$ cat config.mk
export PLATFORM = sky130hd
export DESIGN_NAME = swd_responder_flat
export DESIGN_NICKNAME = d
export VERILOG_FILES = /design/src/rtl/swd_pkg.sv /design/src/rtl/swd_responder_if.sv /design/src/rtl/swd_edge_sync.sv /design/src/rtl/swd_responder.sv /design/src/flat_wrapper.sv
export SDC_FILE = /design/constraint.sdc
export NUM_CORES = 1
export LEC_CHECK = 0
export CAP_MARGIN = 10
export CORE_MARGIN = 2
export CORE_UTILIZATION = 35
export CTS_CLUSTER_SIZE = 20
export DETAILED_ROUTE_END_ITERATION = 8
export DONT_BUFFER_PORTS = 1
export GPL_TIMING_DRIVEN = 0
export PLACE_DENSITY = 0.6
export SLEW_MARGIN = 25
export SYNTH_ARGS = -nofsm -noshare
export SYNTH_HDL_FRONTEND = slang
export SYNTH_SLANG_ARGS = --single-unit
$ cat constraint.sdc
create_clock -name CLK -period 2.9 [get_ports CLK]
set_input_delay 0.29 -clock CLK [delete_from_list [all_inputs] [get_ports CLK]]
set_output_delay 0.29 -clock CLK [all_outputs]
set_load 0.02 [all_outputs]
$ cat src/rtl/swd_pkg.sv
`default_nettype none
// ============================================================================
// Module   : swd_pkg
// Purpose  : Shared types and constants for the SWD responder: line-engine
//            state encoding, ACK codes, request bit positions and the
//            request header validity check.
// Ports    : none (package)
// Revision : 1.0  initial release
// ============================================================================
package swd_pkg;

  typedef enum logic [3:0] {
    ST_LOCKOUT  = 4'd0,
    ST_RST_SEEN = 4'd1,
    ST_IDLE     = 4'd2,
    ST_REQ      = 4'd3,
    ST_TRN1     = 4'd4,
    ST_ACK      = 4'd5,
    ST_RDATA    = 4'd6,
    ST_TRN2     = 4'd7,
    ST_WDATA    = 4'd8
  } swd_state_e;

  localparam logic [2:0] ACK_OK    = 3'b001;
  localparam logic [2:0] ACK_WAIT  = 3'b010;
  localparam logic [2:0] ACK_FAULT = 3'b100;

  localparam int LINE_RESET_BITS_DEF = 50;

  // Request header bit positions, in the order they arrive on the wire.
  localparam int REQ_START  = 0;
  localparam int REQ_APNDP  = 1;
  localparam int REQ_RNW    = 2;
  localparam int REQ_A2     = 3;
  localparam int REQ_A3     = 4;
  localparam int REQ_PARITY = 5;
  localparam int REQ_STOP   = 6;
  localparam int REQ_PARK   = 7;

  localparam logic [5:0] REQ_LAST_BIT = 6'd7;
  localparam logic [5:0] DATA_BITS    = 6'd32;

  // Header is good when start=1, APnDP..A3 plus parity has even weight,
  // stop=0 and park=1.
  function automatic logic req_header_ok(input logic [7:0] hdr);
    return hdr[REQ_START]
         & ~(^hdr[REQ_PARITY:REQ_APNDP])
         & ~hdr[REQ_STOP]
         & hdr[REQ_PARK];
  endfunction

endpackage
`default_nettype wire

$ cat src/rtl/swd_responder_if.sv
`default_nettype none
// ============================================================================
// Module   : swd_responder_if
// Purpose  : Register-access strobe interface between the SWD line engine
//            and the DP/AP backend.
// Ports    : REQ_APnDP/REQ_ADDR  latched request target
//            RD_STB/RD_VALID/RD_DATA  read request and returned data
//            WR_STB/WR_DATA  captured write data
//            BUSY/FAULT  backend status that shapes the ACK
//            modport master = line engine, modport slave = backend
// Revision : 1.0  initial release
// ============================================================================
interface swd_responder_if;

  logic        REQ_APnDP;
  logic [1:0]  REQ_ADDR;
  logic        RD_STB;
  logic        RD_VALID;
  logic [31:0] RD_DATA;
  logic        WR_STB;
  logic [31:0] WR_DATA;
  logic        BUSY;
  logic        FAULT;

  modport master (
    output REQ_APnDP, REQ_ADDR, RD_STB, WR_STB, WR_DATA,
    input  RD_VALID, RD_DATA, BUSY, FAULT
  );

  modport slave (
    input  REQ_APnDP, REQ_ADDR, RD_STB, WR_STB, WR_DATA,
    output RD_VALID, RD_DATA, BUSY, FAULT
  );

endinterface
`default_nettype wire

$ cat src/rtl/swd_edge_sync.sv
`default_nettype none
// ============================================================================
// Module   : swd_edge_sync
// Purpose  : Brings the asynchronous SWDCLK and SWDIN into the local clock
//            domain and flags each SWDCLK rising edge with a one-cycle pulse.
// Ports    : clk, rst_n   local clock, async active-low reset
//            swdclk       host SWD clock (async)
//            swdin        SWDIO input (async)
//            clk_rise     one-cycle pulse per SWDCLK rising edge
//            din_sample   synchronised SWDIN, valid when clk_rise is high
// Revision : 1.0  initial release
// ============================================================================
module swd_edge_sync #(
  parameter int SYNC_STAGES = 2
) (
  input  wire  clk,
  input  wire  rst_n,
  input  wire  swdclk,
  input  wire  swdin,
  output logic clk_rise,
  output logic din_sample
);

  // SWDCLK carries one extra flop beyond the synchroniser for edge detect.
  logic [SYNC_STAGES:0]   clk_sync;
  logic [SYNC_STAGES-1:0] din_sync;

  always_ff @(posedge clk or negedge rst_n) begin
    if (!rst_n) begin
      clk_sync <= '0;
      din_sync <= '0;
    end else begin
      clk_sync[0] <= swdclk;
      for (int i = 1; i <= SYNC_STAGES; i++) begin
        clk_sync[i] <= clk_sync[i-1];
      end
      din_sync[0] <= swdin;
      for (int i = 1; i < SYNC_STAGES; i++) begin
        din_sync[i] <= din_sync[i-1];
      end
    end
  end

  // Data and clock travel through equal-depth chains, so the data tap at the
  // same depth as the edge tap reflects SWDIN around the host's rising edge.
  assign clk_rise   = clk_sync[SYNC_STAGES-1] & ~clk_sync[SYNC_STAGES];
  assign din_sample = din_sync[SYNC_STAGES-1];

endmodule
`default_nettype wire

$ cat src/rtl/swd_responder.sv
`default_nettype none
// ============================================================================
// Module   : swd_responder
// Purpose  : SWD target-side line engine. Oversamples SWDCLK, parses 8-bit
//            requests, drives turnaround/ACK/read data, captures write data
//            and hands register accesses to a DP/AP backend.
// Ports    : CLK, PORESETn      local clock (>= 4x SWDCLK), async reset
//            SWDCLK, SWDIN      host clock and SWDIO input (async)
//            SWDOUT, SWDOE      SWDIO output data and drive enable
//            bus                backend strobe interface (master side)
//            LINE_RESET         pulse on line reset detection
//            PROTO_ERR          pulse on bad request header
//            WDATA_ERR          pulse on write-data parity error
// Revision : 1.0  initial release
// ============================================================================
module swd_responder
  import swd_pkg::*;
#(
  parameter int SYNC_STAGES     = 2,
  parameter int LINE_RESET_BITS = LINE_RESET_BITS_DEF
) (
  input  wire            CLK,
  input  wire            PORESETn,
  input  wire            SWDCLK,
  input  wire            SWDIN,
  output logic           SWDOUT,
  output logic           SWDOE,
  swd_responder_if.master bus,
  output logic           LINE_RESET,
  output logic           PROTO_ERR,
  output logic           WDATA_ERR
);

  localparam int LR_W = $clog2(LINE_RESET_BITS + 1);
  localparam logic [LR_W-1:0] LR_MAX  = LR_W'(LINE_RESET_BITS);
  localparam logic [LR_W-1:0] LR_LAST = LR_W'(LINE_RESET_BITS - 1);

  logic rise;
  logic sample;

  swd_edge_sync #(
    .SYNC_STAGES (SYNC_STAGES)
  ) u_edge_sync (
    .clk        (CLK),
    .rst_n      (PORESETn),
    .swdclk     (SWDCLK),
    .swdin      (SWDIN),
    .clk_rise   (rise),
    .din_sample (sample)
  );

  // Registered state and datapath
  swd_state_e       state_q,      state_d;
  logic [5:0]       cnt_q,        cnt_d;
  logic [7:0]       req_bits_q,   req_bits_d;
  logic             is_read_q,    is_read_d;
  logic [2:0]       ack_q,        ack_d;
  logic [31:0]      rdata_q,      rdata_d;
  logic             rd_par_q,     rd_par_d;
  logic [31:0]      wshift_q,     wshift_d;
  logic [LR_W-1:0]  lr_cnt_q,     lr_cnt_d;

  // Registered outputs
  logic             swdout_q,     swdout_d;
  logic             swdoe_q,      swdoe_d;
  logic             rd_stb_q,     rd_stb_d;
  logic             wr_stb_q,     wr_stb_d;
  logic             line_reset_q, line_reset_d;
  logic             proto_err_q,  proto_err_d;
  logic             wdata_err_q,  wdata_err_d;
  logic             req_apndp_q,  req_apndp_d;
  logic [1:0]       req_addr_q,   req_addr_d;
  logic [31:0]      wr_data_q,    wr_data_d;

  // Combinational helpers
  logic             lr_hit;
  logic [7:0]       req_full;
  logic [2:0]       ack_sel;

  always_comb begin
    state_d      = state_q;
    cnt_d        = cnt_q;
    req_bits_d   = req_bits_q;
    is_read_d    = is_read_q;
    ack_d        = ack_q;
    rdata_d      = rdata_q;
    rd_par_d     = rd_par_q;
    wshift_d     = wshift_q;
    lr_cnt_d     = lr_cnt_q;
    swdout_d     = swdout_q;
    swdoe_d      = swdoe_q;
    rd_stb_d     = 1'b0;
    wr_stb_d     = 1'b0;
    line_reset_d = 1'b0;
    proto_err_d  = 1'b0;
    wdata_err_d  = 1'b0;
    req_apndp_d  = req_apndp_q;
    req_addr_d   = req_addr_q;
    wr_data_d    = wr_data_q;
    lr_hit       = 1'b0;

    // Header as it will look once the current sample is shifted in.
    req_full              = req_bits_q;
    req_full[cnt_q[2:0]]  = sample;

    // Response code, evaluated at the first turnaround edge.
    if (bus.FAULT) begin
      ack_sel = ACK_FAULT;
    end else if (bus.BUSY || (is_read_q && !bus.RD_VALID)) begin
      ack_sel = ACK_WAIT;
    end else begin
      ack_sel = ACK_OK;
    end

    // Line-reset run length: only ones seen while the line is not ours count.
    if (swdoe_q) begin
      lr_cnt_d = '0;
    end else if (rise) begin
      if (!sample) begin
        lr_cnt_d = '0;
      end else if (lr_cnt_q != LR_MAX) begin
        lr_cnt_d = lr_cnt_q + 1'b1;
        lr_hit   = (lr_cnt_q == LR_LAST);
      end
    end

    if (rise) begin
      if (lr_hit) begin
        // Line reset wins over whatever the non-driving state was doing.
        line_reset_d = 1'b1;
        state_d      = ST_RST_SEEN;
        cnt_d        = '0;
      end else begin
        unique case (state_q)
          ST_LOCKOUT: begin
            state_d = ST_LOCKOUT;
          end

          ST_RST_SEEN: begin
            if (!sample) begin
              state_d = ST_IDLE;
            end
          end

          ST_IDLE: begin
            if (sample) begin
              req_bits_d = 8'b0000_0001;
              cnt_d      = 6'd1;
              state_d    = ST_REQ;
            end
          end

          ST_REQ: begin
            req_bits_d = req_full;
            if (cnt_q == REQ_LAST_BIT) begin
              if (req_header_ok(req_full)) begin
                req_apndp_d = req_full[REQ_APNDP];
                req_addr_d  = {req_full[REQ_A3], req_full[REQ_A2]};
                is_read_d   = req_full[REQ_RNW];
                rd_stb_d    = req_full[REQ_RNW];
                state_d     = ST_TRN1;
              end else begin
                proto_err_d = 1'b1;
                state_d     = ST_LOCKOUT;
              end
            end else begin
              cnt_d = cnt_q + 6'd1;
            end
          end

          ST_TRN1: begin
            ack_d    = ack_sel;
            swdoe_d  = 1'b1;
            swdout_d = ack_sel[0];
            cnt_d    = 6'd1;
            if (is_read_q && (ack_sel == ACK_OK)) begin
              rdata_d  = bus.RD_DATA;
              rd_par_d = ^bus.RD_DATA;
            end
            state_d  = ST_ACK;
          end

          ST_ACK: begin
            if (cnt_q == 6'd1) begin
              swdout_d = ack_q[1];
              cnt_d    = 6'd2;
            end else if (cnt_q == 6'd2) begin
              swdout_d = ack_q[2];
              cnt_d    = 6'd3;
            end else if (is_read_q && (ack_q == ACK_OK)) begin
              swdout_d = rdata_q[0];
              rdata_d  = {1'b0, rdata_q[31:1]};
              cnt_d    = 6'd1;
              state_d  = ST_RDATA;
            end else begin
              swdoe_d  = 1'b0;
              swdout_d = 1'b0;
              state_d  = ST_TRN2;
            end
          end

          ST_RDATA: begin
            // rdata_q is shifted right each bit so bit 0 is always next.
            if (cnt_q < DATA_BITS) begin
              swdout_d = rdata_q[0];
              rdata_d  = {1'b0, rdata_q[31:1]};
              cnt_d    = cnt_q + 6'd1;
            end else if (cnt_q == DATA_BITS) begin
              swdout_d = rd_par_q;
              cnt_d    = cnt_q + 6'd1;
            end else begin
              swdoe_d  = 1'b0;
              swdout_d = 1'b0;
              state_d  = ST_TRN2;
            end
          end

          ST_TRN2: begin
            if (!is_read_q && (ack_q == ACK_OK)) begin
              cnt_d   = '0;
              state_d = ST_WDATA;
            end else begin
              state_d = ST_IDLE;
            end
          end

          ST_WDATA: begin
            if (cnt_q < DATA_BITS) begin
              wshift_d = {sample, wshift_q[31:1]};
              cnt_d    = cnt_q + 6'd1;
            end else begin
              if ((^wshift_q) == sample) begin
                wr_data_d = wshift_q;
                wr_stb_d  = 1'b1;
              end else begin
                wdata_err_d = 1'b1;
              end
              state_d = ST_IDLE;
            end
          end

          default: begin
            swdoe_d = 1'b0;
            state_d = ST_LOCKOUT;
          end
        endcase
      end
    end
  end

  always_ff @(posedge CLK or negedge PORESETn) begin
    if (!PORESETn) begin
      state_q      <= ST_LOCKOUT;
      cnt_q        <= '0;
      req_bits_q   <= '0;
      is_read_q    <= 1'b0;
      ack_q        <= '0;
      rdata_q      <= '0;
      rd_par_q     <= 1'b0;
      wshift_q     <= '0;
      lr_cnt_q     <= '0;
      swdout_q     <= 1'b0;
      swdoe_q      <= 1'b0;
      rd_stb_q     <= 1'b0;
      wr_stb_q     <= 1'b0;
      line_reset_q <= 1'b0;
      proto_err_q  <= 1'b0;
      wdata_err_q  <= 1'b0;
      req_apndp_q  <= 1'b0;
      req_addr_q   <= '0;
      wr_data_q    <= '0;
    end else begin
      state_q      <= state_d;
      cnt_q        <= cnt_d;
      req_bits_q   <= req_bits_d;
      is_read_q    <= is_read_d;
      ack_q        <= ack_d;
      rdata_q      <= rdata_d;
      rd_par_q     <= rd_par_d;
      wshift_q     <= wshift_d;
      lr_cnt_q     <= lr_cnt_d;
      swdout_q     <= swdout_d;
      swdoe_q      <= swdoe_d;
      rd_stb_q     <= rd_stb_d;
      wr_stb_q     <= wr_stb_d;
      line_reset_q <= line_reset_d;
      proto_err_q  <= proto_err_d;
      wdata_err_q  <= wdata_err_d;
      req_apndp_q  <= req_apndp_d;
      req_addr_q   <= req_addr_d;
      wr_data_q    <= wr_data_d;
    end
  end

  assign SWDOUT        = swdout_q;
  assign SWDOE         = swdoe_q;
  assign LINE_RESET    = line_reset_q;
  assign PROTO_ERR     = proto_err_q;
  assign WDATA_ERR     = wdata_err_q;
  assign bus.REQ_APnDP = req_apndp_q;
  assign bus.REQ_ADDR  = req_addr_q;
  assign bus.RD_STB    = rd_stb_q;
  assign bus.WR_STB    = wr_stb_q;
  assign bus.WR_DATA   = wr_data_q;

endmodule
`default_nettype wire

$ cat src/flat_wrapper.sv
// flat-port wrapper written by rule: the top's interface ports become plain ports
module swd_responder_flat import swd_pkg::*;
#(
  parameter int SYNC_STAGES     = 2,
  parameter int LINE_RESET_BITS = LINE_RESET_BITS_DEF
)
  (CLK, PORESETn, SWDCLK, SWDIN, SWDOUT, SWDOE, LINE_RESET, PROTO_ERR, WDATA_ERR, bus_REQ_APnDP, bus_REQ_ADDR, bus_RD_STB, bus_WR_STB, bus_WR_DATA, bus_RD_VALID, bus_RD_DATA, bus_BUSY, bus_FAULT);
  swd_responder_if bus_i ();
  input  wire CLK;
  input  wire PORESETn;
  input  wire SWDCLK;
  input  wire SWDIN;
  output logic SWDOUT;
  output logic SWDOE;
  output logic LINE_RESET;
  output logic PROTO_ERR;
  output logic WDATA_ERR;
  output wire logic [$bits(bus_i.REQ_APnDP)-1:0] bus_REQ_APnDP;
  output wire logic [$bits(bus_i.REQ_ADDR)-1:0] bus_REQ_ADDR;
  output wire logic [$bits(bus_i.RD_STB)-1:0] bus_RD_STB;
  output wire logic [$bits(bus_i.WR_STB)-1:0] bus_WR_STB;
  output wire logic [$bits(bus_i.WR_DATA)-1:0] bus_WR_DATA;
  input wire logic [$bits(bus_i.RD_VALID)-1:0] bus_RD_VALID;
  input wire logic [$bits(bus_i.RD_DATA)-1:0] bus_RD_DATA;
  input wire logic [$bits(bus_i.BUSY)-1:0] bus_BUSY;
  input wire logic [$bits(bus_i.FAULT)-1:0] bus_FAULT;
  assign bus_REQ_APnDP = bus_i.REQ_APnDP;
  assign bus_REQ_ADDR = bus_i.REQ_ADDR;
  assign bus_RD_STB = bus_i.RD_STB;
  assign bus_WR_STB = bus_i.WR_STB;
  assign bus_WR_DATA = bus_i.WR_DATA;
  assign bus_i.RD_VALID = bus_RD_VALID;
  assign bus_i.RD_DATA = bus_RD_DATA;
  assign bus_i.BUSY = bus_BUSY;
  assign bus_i.FAULT = bus_FAULT;
  swd_responder #(.SYNC_STAGES(SYNC_STAGES), .LINE_RESET_BITS(LINE_RESET_BITS)) u_core (.CLK(CLK), .PORESETn(PORESETn), .SWDCLK(SWDCLK), .SWDIN(SWDIN), .SWDOUT(SWDOUT), .SWDOE(SWDOE), .bus(bus_i), .LINE_RESET(LINE_RESET), .PROTO_ERR(PROTO_ERR), .WDATA_ERR(WDATA_ERR));
endmodule
After elaboration in Yosys (flattened, before gate mapping)
Cells that the tools add are included.
- $lt $le $gt $ge: 3
- bitwise gates (word level): 10
- muxes and demuxes: 79
- eq/ne operators: 40
- reductions and logical operators: 29
- $add $sub $neg: 2
- operators with widths (kind ; number):
    $mux W32 ; 5
    $pmux W32 S3 ; 1
    $mux W6 ; 14
    $reduce_xor A32 Y1 ; 2
    $pmux W6 S7 ; 1
    $mux W4 ; 10
    $mux W1 ; 38
    $pmux W4 S8 ; 1
    $ne A3 B2 Y1 const B ; 8
    $reduce_and A8 Y1 ; 3
    $eq A4 B3 Y1 const B ; 4
    $pmux W8 S2 ; 1
    $add A6 B1 Y6 const B ; 2
    $eq A6 B6 Y1 const B ; 2
    $ne A2 B2 Y1 const B ; 6
    $ne A3 B1 Y1 const B ; 4
    $reduce_and A4 Y1 ; 3
    $reduce_and A5 Y1 ; 2
    $reduce_and A9 Y1 ; 1
    $bwmux W8 ; 1
    $eq A4 B2 Y1 const B ; 2
    $mux W8 ; 1
    $reduce_bool A8 Y1 ; 1
    $eq A3 B1 Y1 const B ; 2
    30 further kinds ; 48
- logic and storage cells: 184
- output and inout port bits: 42
- input bits: 39
- bits in registers: 140

Longest topological paths before layout
- word-level depth: 15
- mapped depth: 10
- mapped depth without buffers: 8

Hierarchy
Synthesis repeated with hierarchy kept, for this count alone.
- cells, all modules: 641
- area total of the unflattened synthesis: 7230.7 um^2
- modules (own cells, without submodules) (module ; sequential area each (um^2) ; cells each ; times used ; area an instance (um^2)):
    swd_responder ; 3378.2 ; 635 ; 1 ; 7091.8
    swd_edge_sync ; 125.1 ; 6 ; 1 ; 138.9

Worst setup path before layout
No wires, ideal clock.
- path kind: reg-to-reg
- from: register u_core.cnt_q[0]
- to: register u_core.req_apndp_q, in the netlist u_core.bus.REQ_APnDP
- path buffers: 1
- period minus slack after synthesis: 2283 ps
- library setup time: 125 ps
- data required time: 2775 ps
- stages on the path, launching flop included: 8
- data arrival time: 2159 ps
- slack: 617 ps
- cell sequence: dfrtp_1 -> buf_2 -> nor3b_1 -> mux2i_1 -> xnor3_1 -> xor2_1 -> nand3_1 -> mux2_2
- longest elaborated chain between the ends: 11
- elaborated cells on any way between the ends: 14
- classes of those cells: 2 x order compare; 1 x eq/ne; 3 x mux; 5 x bitwise; 3 x reduce/logical
- ends and longest elaborated chain (element ; RTL line ; source):
    from (decl) ; swd_responder.sv:54 ; logic [5:0] cnt_q, cnt_d;
    from (signal assigned) ; swd_responder.sv:274 ; cnt_q <= cnt_d;
    $lt A3 B4 Y1 (not written as such) or $ge A3 B1 Y1 (tied branches) ; swd_responder.sv:104 ; req_full[cnt_q[2:0]] = sample;
    $logic_and A1 B1 Y1 (not written as such) ; swd_responder.sv:104 ;
    $mux W1 (not written as such) ; swd_responder.sv:104 ;
    $demux W1 S3 ; n/a ;
    $bwmux W8 ; swd_responder.sv:104 ;
    $reduce_xor A5 Y1 ; swd_pkg.sv:47 ; & ~(^hdr[REQ_PARITY:REQ_APNDP])
    $not A1 Y1 ; swd_pkg.sv:47 ;
    $and A1 B1 Y1 ; swd_pkg.sv:47 ;
    $and A1 B1 Y1 ; swd_pkg.sv:48 ; & ~hdr[REQ_STOP]
    $and A1 B1 Y1 ; swd_pkg.sv:49 ; & hdr[REQ_PARK];
    $reduce_and A5 Y1 (no source line) ; n/a ;
    to (signal assigned) ; swd_responder.sv:289 ; req_apndp_q <= req_apndp_d;
    to (decl) ; swd_responder.sv:71 ; logic req_apndp_q, req_apndp_d;
Several ways; a longest one is shown, not always the timed one.
A chain may end at the register's enable or synchronous reset.

Worst setup path in the final report
Same ends and word-level chain as after synthesis.

==> summary.md <==
| Metric | Value |
|---|---|
| Status | finished with violations |
| Failing checks | negative hold slack |
| Global route overflow | 0 |
| Post-synth EDFFs | 0 |
| Final setup violation count | 0 |
| Maximum number of pins on one net before global-route repair | 141 |
| Flip-flop and latch count after synthesis | 140 |
| Final critical-path share of the clock period | 92.4% |
| Die ar. | 21600 sq um |
| Leading area contributor after synthesis | dfrtp_1 |
| Global routing usage on met3 | 5.00% |
| Gpl congestion | 0.874 |
| Combinational family with the most area after synthesis | multiplexers |
| Final Hold Vio Count | 140 |
| Fraction of the yosys area taken by sequential cells | 49.0% |
| Total of hold buffers inserted after clock tree synthesis | 4 |
| Final worst clock skew | 0.00653 ns |
| Number of max-slew violations in the final report | 0 |
| Sequential Power Share | 46.8% |
| Total non-filler cell area in the finished layout | 8090 sq um |
| Wire length of the first global-routing pass | 26000 microns |
| Diode insertion count for antenna repair | 0 |
| Fill cell count | 1902 |
| Critical setup path kind | reg2reg |
| Number of nets with antenna violations after routing | 0 |
| Async set or reset register ratio after synthesis | 100% |
| CP required | 3.20 ns |
| Slowest stage cell, crit path | dfrtp_1 |
| Cell family contributing the most delay on the critical path | multiplexers |
| Maximum cell stage delay along the critical path | 0.40 ns |
| Critical path fanouts, max | 10 |
| Wire length per cell | 16.4 microns |
| Peak clock frequency supported by timing | 0.373 GHz |
| Post-CTS Repair Setup Buffers | 0 |
| Clock transition at the register clock pins on the worst setup and hold paths after CTS | 0.06 ns |
| Number of port buffers | 0 |
| Die boundary height | 147 microns |
| Leading cell type in the layout, fill and taps excluded | dfrtp_1 |
| Combined buffer and inverter count along the critical path | 1 |
| Vias in the first global route | 4967 |
| Crit path setup slack, layout | 0.220 ns |
| Met1 track demand over resource in global routing | 19.2% |
| Total routed wirelength | 15300 microns |
| Initial core utilization | 35.5% |
| Post-synthesis instance area | 7150 sq um |
| Synthesized instance count | 626 |
| Cell-internal power | 3.25 mW |
| CTS buffer count | 17 |
| Core Region | 20100 sq um |
| Critical path arrival | 2.98 ns |
| Category of the worst setup path capture point | flip-flop |
| Top-Level Pins | 81 |
| Clock tree from TritonCTS | done |
| Slew Limit Headroom | 49.1% |
| Number of antenna violations at the first check in global routing | 0 |
| Post-synthesis simple-gate area fraction | 10.2% |
| Total negative setup slack | 0 ns |
| Dpl cells | 896 |
| Global-route total usage across every layer | 14.9% |
| Commonest cells after routing, fill and taps aside | dfrtp_1 (140), nand2_1 (56), o21ai_0 (55), xnor2_1 (52), mux2_2 (42) |
| CTS max path bufs | 2 |
| Detailed-route DRC error count | 0 |
| Net count of the finished layout | 694 |
| Number of vias after detailed routing | 4768 |
| Xor and xnor area share after synthesis | 8.67% |
| H-tree depth | 4 |
| Complex-gate fraction of the synthesized area | 9.65% |
| Clock root buffer | clkbuf_16 |
| Count of distinct cell types in the synthesized netlist | 60 |
| Post-detailed-route via-to-cell ratio | 5.12 |
| Switching portion of total power | 22.9% |
| Critical path cell sequence | buf_2 > nor3b_1 > mux2i_1 > xnor3_1 > xor2_1 > nand3_1 > mux2_2 |
| Worst-Skew Late Latency | 0.41 ns |
| Post-layout utilization of the core | 40.2% |
| Syn avg cell area | 11.4 sq um |
| Fraction of layout instances using a drive strength above 1 | 18.3% |
| TritonCTS sink count | 140 |
| Synth Flop Type | dfrtp_1 |
| Multiplexer area fraction after synthesis | 18.7% |
| Net count after synthesis | 671 |
| Post-detailed-placement half-perimeter wirelength | 10800 microns |
| Synth top area share | 49.0% |
| Most Crowded Layer GR | met2 |
| Die span in x | 147 microns |
| Worst Tran Pin Value | 0.764 ns |
| Synthesized-area fraction occupied by adder cells | 1.05% |
| Kind of start point of the critical path | flip-flop |
| Clock power share | 48.7% |
| Non-filler cells, final | 932 |
| Number of DRC violations after detailed-routing iteration 0 | 321 |
| Met2 layer usage reported by global route | 23.7% |
| Synth-to-Final Area Change | 13.2% |
| IR drop worst, VDD | 349 uV |
| Floorplan row count | 52 |
| Post-Place Setup Slack | 0.0391 ns |
| Static leakage power | 3.89 nW |
| Post-Route Hold Slack | -0.431 ns |
| Sum of internal, switching and leakage power | 4.22 mW |
| Worst Hold Class | in2async |
| Minimum clock period | 2.68 ns |
| Combinational fraction of design power | 4.5% |
| Psw | 966 uW |
| Power per Cell Area | 521 nW/um^2 |
| Yosys Warn Count | 0 |
| Initial DRT Pass Iterations | 5 |
| Maxcap violations | 0 |
| Synth top area cells | dfrtp_1 (49%), mux2_2 (6.6%), xnor2_1 (6.4%), mux2_4 (6.3%), mux2i_1 (5.5%) |
| RSZ-0062 raised after global routing | false |
| Total placed instance area | 7480 sq um |
layer usage:
layer | part of all wire [%] | wire [microns]
met1 | 45 | 6940
met2 | 47 | 7240
met3 | 6.5 | 992
met4 | 1.0 | 158
met5 | 0 | 0
registers in the layout, indices dropped and copies added (netlist names), 2 cells and up:
signal / flops
u_core.bus.WR_DATA: 32
u_core.rdata_q: 32
u_core.wshift_q: 32
u_core.req_bits_q: 8
u_core.cnt_q: 6
u_core.lr_cnt_q: 6
u_core.state_q: 4
u_core.ack_q: 3
u_core.u_edge_sync.clk_sync: 3
u_core.bus.REQ_ADDR: 2
u_core.u_edge_sync.din_sync: 2
final timing paths:
path	from	to	slack, ns	depth (start not counted)
worst max register to register	u_core.cnt_q[0]	u_core.bus.REQ_APnDP	0.22	7
worst min register to register	u_core.u_edge_sync.clk_sync[0]	u_core.u_edge_sync.clk_sync[1]	0.35	0
min in group CLK	bus_FAULT	u_core.ack_q[2]	0.03	1
worst max-delay path	u_core.cnt_q[0]	u_core.bus.REQ_APnDP	0.22	7
max in group asynchronous	PORESETn	u_core.rdata_q[30]	3.18	0
worst min-delay path	PORESETn	u_core.bus.WR_DATA[28]	-0.43	0
power by group through the flow:
stage	combinational, mW	sequential [mW]	clock, mW
after floorplan	0.157	2.01	0
after global placement	0.183	2.01	0
after detailed placement	0.188	2.01	0
after CTS	0.193	1.97	2.11
after global routing	0.209	1.98	2.19
final	0.191	1.97	2.05
synthesized netlist by cell type (all sizes together), types with 9 or more instances:
| master | number |
|---|---|
| xor2 | 9 |
| buf | 10 |
| o21ai | 56 |
| nor2b | 10 |
| dfrtp | 140 |
| mux2i | 40 |
| mux2 | 72 |
| a21oi | 12 |
| nand2 | 56 |
| xnor2 | 53 |
| a31oi | 11 |
| inv | 17 |
| nor2 | 23 |
| clkbuf | 16 |
| nand3 | 16 |
layout make-up:
class	count	area (sq um)	share of cell area, %
sequential	140	3500	43.3
multi-input combinational	442	3460	42.8
clock buffer	19	433	5.35
tap	270	338	4.18
buffer	26	129	1.59
clock inverter	13	120	1.48
inverter	18	67.6	0.835
timing repair buffer	4	40.0	0.495
cells by family after synthesis:
| kind of cell | after synthesis |
|---|---|
| simple gates | 146 |
| flops | 140 |
| compound gates | 113 |
| mux | 112 |
| xor+xnor | 65 |
| buf+inv | 44 |
| fa+ha+maj | 6 |
timing repair:
action,4_1_cts,5_1_grt
endpoints found under the hold margin,144,140
endpoints found under the setup margin,0,4
gates resized for setup,0,1
(Power assumes the default switching activity.)
